--- src/rtl/cursor_overlay_pkg.sv ---
// ============================================================================
// Module  : cursor_overlay_pkg
// Brief   : Shared pixel codes, state encoding and geometry for the cursor overlay.
// Revision: 1.0
// ============================================================================
`default_nettype none

package cursor_overlay_pkg;

    localparam logic [1:0] PIX_CLEAR  = 2'b00;
    localparam logic [1:0] PIX_COLOR0 = 2'b01;
    localparam logic [1:0] PIX_COLOR1 = 2'b10;
    localparam logic [1:0] PIX_INVERT = 2'b11;

    localparam int H_ACTIVE    = 800;
    localparam int V_ACTIVE    = 600;
    localparam int CURSOR_SIZE = 16;

    typedef enum logic [1:0] {
        ST_IDLE  = 2'd0,
        ST_ARMED = 2'd1,
        ST_SHIFT = 2'd2
    } state_t;

endpackage

`default_nettype wire

--- src/rtl/cursor_bitmap.sv ---
// ============================================================================
// Module  : cursor_bitmap
// Brief   : 16 x 32-bit cursor bitmap, one write port and one combinational read.
// Revision: 1.0
// ============================================================================
`default_nettype none

module cursor_bitmap
    import cursor_overlay_pkg::*;
(
    input  logic        clk,
    input  logic        rst_n,
    input  logic        we,
    input  logic [3:0]  wr_row,
    input  logic [31:0] wr_data,
    input  logic [3:0]  rd_row,
    output logic [31:0] rd_data
);

    logic [31:0] r_rows [CURSOR_SIZE];

    always_ff @(posedge clk) begin
        if (!rst_n) begin
            for (int i = 0; i < CURSOR_SIZE; i++) begin
                r_rows[i] <= '0;
            end
        end else if (we) begin
            r_rows[wr_row] <= wr_data;
        end
    end

    // Read sees pre-write contents, so a same-cycle write is not visible yet.
    assign rd_data = r_rows[rd_row];

endmodule

`default_nettype wire

--- src/rtl/cursor_overlay.sv ---
// ============================================================================
// Module  : cursor_overlay
// Brief   : Composites a 16x16 2-bit-per-pixel hardware cursor over background video.
// Revision: 1.0
// ============================================================================
`default_nettype none

module cursor_overlay
    import cursor_overlay_pkg::*;
#(
    parameter logic [11:0] COLOR0 = 12'h000,
    parameter logic [11:0] COLOR1 = 12'hFFF
) (
    input  logic        clk40,
    input  logic        rst_n,
    input  logic        videoActive,
    input  logic        hsync,
    input  logic        vsync,
    input  logic        lineStarting,
    input  logic        lineEnding,
    input  logic [9:0]  hPos,
    input  logic [9:0]  vPos,
    input  logic [3:0]  bg_red,
    input  logic [3:0]  bg_green,
    input  logic [3:0]  bg_blue,
    input  logic [9:0]  cursor_x,
    input  logic [9:0]  cursor_y,
    input  logic        cursor_en,
    input  logic        bmp_we,
    input  logic [3:0]  bmp_row,
    input  logic [31:0] bmp_data,
    output logic [3:0]  red,
    output logic [3:0]  green,
    output logic [3:0]  blue,
    output logic        hsync_out,
    output logic        vsync_out,
    output logic        videoActive_out
);

    state_t      r_state;
    state_t      w_state_nx;
    logic        r_vsync_d;
    logic [9:0]  r_cur_x;
    logic [9:0]  r_cur_y;
    logic        r_cur_en;
    logic [31:0] r_shift;
    logic [31:0] w_shift_nx;
    logic [3:0]  r_count;
    logic [3:0]  w_count_nx;
    logic        w_draw;
    logic        w_start;
    logic        w_hit;
    logic [10:0] w_row_off;
    logic [31:0] w_row_data;
    logic [11:0] w_bg;
    logic [11:0] w_pix;

    cursor_bitmap u_bitmap (
        .clk     (clk40),
        .rst_n   (rst_n),
        .we      (bmp_we),
        .wr_row  (bmp_row),
        .wr_data (bmp_data),
        .rd_row  (w_row_off[3:0]),
        .rd_data (w_row_data)
    );

    // 11-bit difference: lines above cur_y wrap to large values and miss.
    assign w_row_off = {1'b0, vPos} - {1'b0, r_cur_y};
    assign w_hit     = r_cur_en && (w_row_off[10:4] == 7'd0) && (vPos < 10'(V_ACTIVE));
    assign w_start   = videoActive && (hPos == r_cur_x) && (r_cur_x < 10'(H_ACTIVE));

    always_comb begin
        w_state_nx = r_state;
        w_shift_nx = r_shift;
        w_count_nx = r_count;
        w_draw     = 1'b0;
        case (r_state)
            ST_ARMED: begin
                if (w_start) begin
                    w_draw     = 1'b1;
                    w_shift_nx = r_shift << 2;
                    w_count_nx = 4'd1;
                    w_state_nx = ST_SHIFT;
                end
            end
            ST_SHIFT: begin
                w_draw     = 1'b1;
                w_shift_nx = r_shift << 2;
                w_count_nx = r_count + 4'd1;
                if (r_count == 4'(CURSOR_SIZE - 1)) begin
                    w_state_nx = ST_IDLE;
                end
            end
            default: ;
        endcase
        if (lineStarting) begin
            w_state_nx = w_hit ? ST_ARMED : ST_IDLE;
            w_shift_nx = w_row_data;
            w_count_nx = '0;
        end else if (lineEnding) begin
            w_state_nx = ST_IDLE;
        end
    end

    assign w_bg = {bg_red, bg_green, bg_blue};

    always_comb begin
        w_pix = w_bg;
        if (w_draw) begin
            case (r_shift[31:30])
                PIX_COLOR0: w_pix = COLOR0;
                PIX_COLOR1: w_pix = COLOR1;
                PIX_INVERT: w_pix = ~w_bg;
                default:    w_pix = w_bg;
            endcase
        end
    end

    always_ff @(posedge clk40) begin
        if (!rst_n) begin
            r_state   <= ST_IDLE;
            r_shift   <= '0;
            r_count   <= '0;
            r_vsync_d <= 1'b0;
            r_cur_x   <= '0;
            r_cur_y   <= '0;
            r_cur_en  <= 1'b0;
        end else begin
            r_state   <= w_state_nx;
            r_shift   <= w_shift_nx;
            r_count   <= w_count_nx;
            r_vsync_d <= vsync;
            if (vsync && !r_vsync_d) begin
                r_cur_x  <= cursor_x;
                r_cur_y  <= cursor_y;
                r_cur_en <= cursor_en;
            end
        end
    end

    always_ff @(posedge clk40) begin
        if (!rst_n) begin
            {red, green, blue} <= '0;
            hsync_out          <= 1'b0;
            vsync_out          <= 1'b0;
            videoActive_out    <= 1'b0;
        end else begin
            hsync_out       <= hsync;
            vsync_out       <= vsync;
            videoActive_out <= videoActive;
            if (!videoActive) begin
                {red, green, blue} <= '0;
            end else begin
                {red, green, blue} <= w_pix;
            end
        end
    end

endmodule

`default_nettype wire

--- config.mk ---
export PLATFORM = sky130hd
export DESIGN_NAME = cursor_overlay
export DESIGN_NICKNAME = d
export VERILOG_FILES = /design/src/rtl/cursor_overlay_pkg.sv /design/src/rtl/cursor_bitmap.sv /design/src/rtl/cursor_overlay.sv
export SDC_FILE = /design/constraint.sdc
export NUM_CORES = 1
export LEC_CHECK = 0
export ABC_AREA = 0
export CELL_PAD_IN_SITES_DETAIL_PLACEMENT = 1
export CELL_PAD_IN_SITES_GLOBAL_PLACEMENT = 1
export CORE_AREA = 4 4 223 225
export DETAILED_ROUTE_END_ITERATION = 12
export DIE_AREA = 0 0 227 229
export GPL_ROUTABILITY_DRIVEN = 0
export PLACE_DENSITY_LB_ADDON = 0.15
export SKIP_LAST_GASP = 1
export SLEW_MARGIN = 30
export SYNTH_ARGS = -nofsm -noshare
export SYNTH_HDL_FRONTEND = slang
export SYNTH_SLANG_ARGS = --single-unit
--- constraint.sdc ---
create_clock -name clk40 -period 6.3 [get_ports clk40]
set_clock_uncertainty 0.1 [all_clocks]
set_input_delay 1.26 -clock clk40 [delete_from_list [all_inputs] [get_ports clk40]]
set_output_delay 1.26 -clock clk40 [all_outputs]
set_load 0.01 [all_outputs]
# [Word-level counts from Yosys, hierarchy flattened]
# Memories as Yosys holds them, arrays and structs flattened.
# Index checks and enable logic that the tools add are counted.
[word_totals] memories=1 regBits=74 inputBits=97 elab_cells=68 out_inout_bits=15 mem_bits_rw=512
[op_classes] order_cmp=2 eq_ne=11 muxes=22 bitwise=2 n_reduce_logical=16 n_addsub=2
[memory_table] memory="u_bitmap.r_rows" words=16 width=32 read_ports=1 rd_clocked_by_memory_dff=0 wr=16 line="cursor_bitmap.sv:20" text="logic [31:0] r_rows [CURSOR_SIZE];"
[op_table] operator="32-bit two-way mux" count=3
[op_table] operator="32-bit case mux with 2 select lines" count=1
[op_table] operator="12-bit case mux with 3 select lines" count=1
[op_table] operator="32-bit OR reduction" count=1
[op_table] operator="10-bit less-than comparator, second input constant" count=2
[op_table] operator="12-bit two-way mux" count=1
[op_table] operator="12-bit inverter" count=1
[op_table] operator="10-bit by 10-bit subtractor with 11-bit output" count=1
[op_table] operator="10-bit equality test" count=1
[op_table] operator="2-bit two-way mux" count=4
[op_table] operator="4-bit two-way mux" count=2
[op_table] operator="4-bit != test, second input constant" count=2
[op_table] operator="4-bit case mux with 2 select lines" count=1
[op_table] operator="7-bit zero test" count=1
[op_table] operator="1-bit two-way mux" count=7
[op_table] operator="2-bit equality test, second input constant" count=3
[op_table] operator="2-bit AND reduction" count=3
[op_table] operator="1-bit logical AND" count=5
[op_table] operator="4-bit by 1-bit adder with 4-bit output, second input constant" count=1
[op_table] operator="2-bit by 1-bit equality test with 1-bit output, second input constant" count=2
[op_table] operator="4-bit equality test, second input constant" count=1
[op_table] operator="2-bit case mux with 2 select lines" count=1
[op_table] operator="4-bit nonzero test" count=1
[op_table] operator="3-bit != test, second input constant" count=1
[op_table] operator="8 further kinds" count=8

# [Depth between registers and ports, before layout]
# Gate-level depths: netlist of the first run.
[depth] word_depth=7 depth_mapped=9 ltp_nobuf=9

# [By module]
# Synthesis of the first run repeated with hierarchy kept, for this count alone.
[unflattened] hier_cells=1825 hier_area_um2=26479.1
[modules_own_cells] mod="cursor_bitmap" area_each_um2=22818.1 n_inst=1 cells_per_inst=1416 seq_area_each_um2=15374.7
[modules_own_cells] mod="cursor_overlay" area_each_um2=3661.0 n_inst=1 cells_per_inst=409 seq_area_each_um2=1481.4

# [Least setup slack after synthesis of the first run]
# No wires, ideal clock.
[synth_timing] path_kind="input-to-reg" start="in bmp_row[1]" end="mem u_bitmap.r_rows[4][0] (enable)" slack_ps=1652 arrival_ps=4082 setup_time_ps=466 n_path_buf=1 required_time_ps=5734 stages=3 cell_sequence="or3_1 -> clkbuf_1 -> o21ai_0"
[synth_lines] element="from (decl)" line="cursor_overlay.sv:30" text="input logic [3:0] bmp_row,"
[synth_lines] element="to (decl)" line="cursor_bitmap.sv:20"

# [Worst setup path in the final report of the first run]
[layout_timing] start="in vPos[0]" end="reg r_shift[1]"
[layout_via] elab_chain_len=3
[layout_lines] element="from (decl)" line="cursor_overlay.sv:22" text="input logic [9:0] vPos,"
[layout_lines] element="10-bit by 10-bit subtractor with 11-bit output" line="cursor_overlay.sv:69" text="assign w_row_off = {1'b0, vPos} - {1'b0, r_cur_y};"
[layout_lines] element="memory read 16 x 32 bit"
[layout_lines] element="32-bit two-way mux" line="cursor_overlay.sv:97" text="if (lineStarting) begin"
[layout_lines] element="to (signal assigned)" line="cursor_overlay.sv:131" text="r_shift <= w_shift_nx;"
[layout_lines] element="to (decl)" line="cursor_overlay.sv:46" text="logic [31:0] r_shift;"
# Every way passes these cells.
# A chain may end at the register's enable or synchronous reset.

==> run summary, run 1 <==
Mapped Nets - 1896
Count of flip-flops with a built-in enable after synthesis - 512
Crit-path slowest cell - fa_4
Final Setup Violations - 0
Overall power - 9.01 mW
Run status - completed
Synthesis Warnings - 0
Setup Buffers After CTS - 0
Initial antenna violation count - 7
Most common cell after layout, fill and taps aside - and2_1
Row count - 80
Crit path kind - in2reg
Startpoint types - input pin
Clk root buf - clkbuf_16
VDD IR max - 269 uV
Wire length per cell - 32.0 um
FF+latch count, synth - 586
Max-slew violation count - 0
Layout area overhead - 15.6%
Final Hold Fails - 0
Main synth FF type - edfxtp_1
PD cells - 295 nW/um2
Global-route wire length before repair - 118000 um
Detail Route Antenna Nets - 0
TritonCTS clock tree - yes
Crit Path Max Fanout - 46
Die W - 227 um
Pin count of the biggest net entering global routing - 83
Sequential fraction of the synthesis area - 63.7%
Share of layout cells above drive strength 1 - 17.9%
DR vias - 16300
DRC - 0
Global Route Usage Sum - 31.4%
Fin cells - 2537
Most frequent CP cell - mux4_2
Top Family by Delay on Critical Path - buffers and inverters
Final period util - 67.4%
Dpl hpwl - 46400 um
Max clock buf depth - 3
Area of the mapped netlist - 26500 um2
Hold_buf cts - 0
Drt pass-1 iters - 7
Final WL - 81100 um
Final critical-path required period - 4.25 ns
Unrepaired setup endpoints after global routing - no
Crit path DAT - 4.65 ns
Worst hold path class - reg2reg
Maxcap violations - 0
Total gr overflow - 0
Core Area - 47500 um2
Clock-pin slew on the worst setup and hold paths - 0.06 ns
Nets - 1981
H-Tree Depth - 2
CTS buffer count - 60
F_max - 0.236 GHz
Bufs and invs on worst path - 3
Yosys top cell area share - 58.1%
Mapped Cells - 1785
Io pins - 112
Initial core utilization - 55.6%
# clock sinks - 586
Synth Area per Inst - 14.8 um2
Commonest non-fill, non-tap cells in the layout - and2_1, edfxtp_1, mux4_2
P_leak - 10.5 nW
Clock latency on the worst-skew pair - 0.65 ns
Die footprint - 52000 um2
Ys async rst share - 0%
Placed Cells - 2422
Number of global-route vias before repair - 17500
Synth area leader - edfxtp_1
Via density - 6.43
CP peak stage delay - 0.79 ns
PortBufs - 111
First DRT Iteration DRCs - 2261
Crit end category - flop
Worst Max-Slew Pin Slew - 1.03 ns
Crit path required time - 6.71 ns
Post-cts gate resize count - 0
Setup tns final - 0 ns
Synth cell types - 47
CP Cell Sequence - clkdlybuf4s50_1 > inv_1 > ha_4 > fa_4 > buf_4 > mux4_2 > mux4_2 > a22o_1 > and2_1
Rel. slew slack - 31.2%
Area contributors post-synth - edfxtp_1, mux4_2, and2_1, dfxtp_1, clkbuf_1
DIE HEIGHT - 229 um
==> power by group <==
| group | leakage [nW] | internal, mW | switching, mW |
|---|---|---|---|
| Sequential | 5.49 | 4.45 | 0.0855 |
| Combinational | 4.12 | 0.499 | 0.554 |
| Clock | 0.903 | 1.90 | 1.52 |
| Total | 10.5 | 6.85 | 2.16 |
==> layer usage <==
metal,GRT usage (%),part of all wire [%],vias up,wire (um)
met5,0,0.035,-,28
met4,9.42,2.8,4,2240
met3,5.29,9.1,154,7410
met2,52.1,50,832,40300
met1,43.4,38,8622,31100
li1,-,-,6709,-
==> cells by family after synthesis <==
kind of cell	share of synthesized area [%]
adder cells (fa/ha/maj)	0.690
AND/OR/NAND/NOR	15.3
XOR/XNOR	0.430
buffers and inverters	2.37
flip-flops	63.7
AO/OA/AOI/OAI	3.21
multiplexers	14.3
==> stage by stage <==
stage	hold slack [ns]	util, %	setup slack [ns]	cell area [um2]
floorplan	0.343	-	1.65	26500
global placement	0.355	60.0	1.47	28500
detailed placement	0.365	60.3	1.46	28700
CTS	0.374	64.2	2.07	30500
global route	0.401	64.3	1.99	30600
finish	0.369	64.3	2.05	30600
==> sequential cells by signal, indices dropped and copies added, names as in the netlist <==
signal and cells:
blue 4, green 4, hsync_out 1, r_count 4
r_cur_en 1, r_cur_x 10, r_cur_y 10, r_shift 32
r_state 2, red 4, u_bitmap.r_rows 512, videoActive_out 1
vsync_out 1
==> worst paths after layout <==
kind | endpoint | start | cells past startpoint | slack (ns)
setup / recovery | r_shift[1] | vPos[0] | 9 | 2.05
hold reg to reg | r_cur_y[2] | r_cur_y[2] | 2 | 0.37
hold / removal | r_cur_y[2] | r_cur_y[2] | 2 | 0.37
setup reg to reg | r_shift[1] | r_cur_y[0] | 7 | 2.87
==> cells in the mapped netlist (2+ instances only) <==
| master | count |
|---|---|
| a21oi_1 | 8 |
| o31ai_1 | 2 |
| dfxtp_1 | 74 |
| nor2_1 | 25 |
| nor3_1 | 6 |
| ha_1 | 13 |
| a22o_1 | 2 |
| nand3_1 | 4 |
| mux4_2 | 160 |
| nand2b_1 | 12 |
| o2111ai_1 | 2 |
| mux2i_1 | 16 |
| or2_2 | 2 |
| xnor2_1 | 12 |
| clkbuf_1 | 126 |
| a211oi_1 | 3 |
| nand4_1 | 4 |
| a31oi_1 | 30 |
| nand2_1 | 113 |
| a21o_1 | 2 |
| o21ai_0 | 51 |
| and2_1 | 517 |
| nor2b_1 | 9 |
| inv_1 | 16 |
| or3_1 | 3 |
| a21boi_0 | 22 |
| edfxtp_1 | 512 |
| buf_2 | 18 |
| a32o_1 | 2 |
| nand4b_1 | 2 |
==> worst register-to-register path: stages, from the launching register on <==
cell and delay [ns]:
dfxtp_1 0.34, ha_4 0.18, fa_4 0.79, buf_4 0.57, mux4_2 0.43, mux4_2 0.50, a22o_1 0.26, and2_1 0.16
==> layout make-up <==
class | instances | area [um2]
Clock buffer | 80 | 1600
Antenna cell | 1 | 2.50
Inverter | 17 | 63.8
Tap cell | 615 | 769
Sequential cell | 586 | 16900
Timing Repair Buffer | 167 | 1740
Fill cell | 4269 | 17000
Clock inverter | 33 | 260
Multi-Input combinational cell | 1038 | 9290
(Power assumes the default switching activity.)
==> inputs of run 2 (changes only) <==
--- a/config.mk
+++ b/config.mk
@@ -8,9 +8,9 @@
 export ABC_AREA = 0
 export CELL_PAD_IN_SITES_DETAIL_PLACEMENT = 1
 export CELL_PAD_IN_SITES_GLOBAL_PLACEMENT = 1
-export CORE_AREA = 4 4 223 225
+export CORE_AREA = 4 4 243 245
 export DETAILED_ROUTE_END_ITERATION = 12
-export DIE_AREA = 0 0 227 229
+export DIE_AREA = 0 0 247 249
 export GPL_ROUTABILITY_DRIVEN = 0
 export PLACE_DENSITY_LB_ADDON = 0.15
 export SKIP_LAST_GASP = 1
==> constraint.sdc (replaced) <==
create_clock -name clk40 -period 3.9 [get_ports clk40]
set_clock_uncertainty 0.1 [all_clocks]
set_input_delay 0.78 -clock clk40 [delete_from_list [all_inputs] [get_ports clk40]]
set_output_delay 0.78 -clock clk40 [all_outputs]
set_load 0.01 [all_outputs]
==> run summary, run 2 (synthesis gave the netlist of run 1 again) <==
Rel. slew slack - 39.7%
Worst hold path class - reg2reg
F_max - 0.287 GHz
Largest registers - u_bitmap.r_rows x512, r_shift x32
Worst Max-Slew Pin Slew - 0.905 ns
Row count - 88
Number of global-route vias before repair - 17200
DR top layer - met5
Worst hold stages - 2
Crit-path slowest cell - fa_4
Number of stages on the worst setup path - 10
Crit Path Max Fanout - 22
# clock sinks - 586
Crit path required time - 4.26 ns
# fillers - 5291
Crit end category - flop
First DRT Iteration DRCs - 1649
Placed Cells - 2609
Initial antenna violation count - 11
Max reg flops - 512
TritonCTS clock tree - yes
Core Area - 57100 um2
Via density - 5.90
Max-slew violation count - 0
Dpl cell area - 29400 um2
Setup Buffers After CTS - 0
Hold_ws - 0.365 ns
Initial core utilization - 46.3%
Layout area overhead - 19.5%
Fin cells - 2731
Routed wl met3 - 6300 um
Drt pass-1 iters - 5
Post-cts gate resize count - 0
Top reg by flops - u_bitmap.r_rows
Bufs and invs on worst path - 4
CTS buffer count - 66
Metal-1 WL - 33200 um
Most common cell after layout, fill and taps aside - and2_1
Crit path kind - in2reg
Detail Route Antenna Nets - 0
CP peak stage delay - 0.80 ns
DRC - 0
Final Hold Fails - 0
Global Route Usage Sum - 26.3%
Maxcap violations - 0
Max clock buf depth - 3
DR vias - 16100
Die W - 247 um
Final Setup Violations - 0
CP Cell Sequence - clkdlybuf4s50_1 > inv_1 > ha_4 > fa_4 > buf_12 > buf_12 > mux4_2 > mux4_2 > o21ai_0 > a31oi_1
Run status - completed
Top Family by Delay on Critical Path - adder cells
Dpl hpwl - 45100 um
R2R depth - 8
Startpoint types - input pin
Global-route wire length before repair - 117000 um
Pin count of the biggest net entering global routing - 45
Design area - 31600 um2
Share of layout cells above drive strength 1 - 20.2%
Unrepaired setup endpoints after global routing - no
Final WL - 80400 um
Final period util - 89.5%
H-Tree Depth - 3
VDD IR max - 372 uV
Clock latency on the worst-skew pair - 0.60 ns
Routed wl met2 - 39100 um
Overall power - 15.5 mW
PortBufs - 111
Io pins - 112
Wire length per cell - 29.4 um
PD cells - 491 nW/um2
Final critical-path required period - 3.49 ns
Post-route setup slack - 0.410 ns
Hold_buf cts - 0
Nets - 2023
Commonest non-fill, non-tap cells in the layout - and2_1, edfxtp_1, mux4_2
Place WS - -0.103 ns
Total gr overflow - 0
Clock-pin slew on the worst setup and hold paths - 0.06 ns
Crit path DAT - 3.85 ns
DIE HEIGHT - 249 um
Die footprint - 61500 um2
Clk root buf - clkbuf_16
P_leak - 11.0 nW
==> run 2: changes by cell type in the layout (fill, tap and decap cells not counted), sizes merged <==
cell    before  now
clkinv      26   22
diode        1    3
buf         57   93
inv         19   22
clkbuf      80   82
bufinv       3    8
==> run 2: area by class of cell <==
cell class / count / area, um2 / share of cell area [%]
diodes: 3 / 7.51 / 0.0237
clock buffers: 82 / 1800 / 5.68
clock inverters: 37 / 394 / 1.25
inverters: 17 / 63.8 / 0.202
multi-input cells: 1038 / 9280 / 29.4
flip-flops and latches: 586 / 16900 / 53.3
well taps: 765 / 957 / 3.03
repair buffers: 203 / 2260 / 7.15
==> run 2: worst min-delay path, delay by kind of cell, from the launching register on <==
family,cells,cell delay [ns]
and+or+nand+nor,1,0.05
DFF,1,0.31
AOI/OAI and AO/OA,1,0.06
==> run 2: worst paths after layout <==
path                                  from         end  slack [ns]
worst max-delay path               vPos[0]  r_shift[8]        0.41
worst min-delay path            r_cur_y[6]  r_cur_y[6]        0.37
worst max register to register  r_cur_y[0]  r_shift[8]        0.84
worst min register to register  r_cur_y[6]  r_cur_y[6]        0.37
==> run 2: power by group <==
part	internal, mW	leakage (nW)	switching, mW
clock network	3.81	1.08	2.56
logic	0.917	4.39	0.909
registers	7.18	5.49	0.132
==> run 2: per-layer routing <==
metal	GRT usage, %	vias to the layer above
met3	4.66	125
met2	43.0	640
met5	0	-
met4	7.18	10
li1	-	6814
met1	36.6	8526
==> run 2: through the flow <==
step / utilization, % / TNS, ns
6_report: 55.3 / 0
5_1_grt: 55.3 / 0
4_1_cts: 55.3 / 0
3_5_place_dp: 51.5 / -1.17
3_3_place_gp: 51.5 / -0.562
2_1_floorplan: - / -31.04
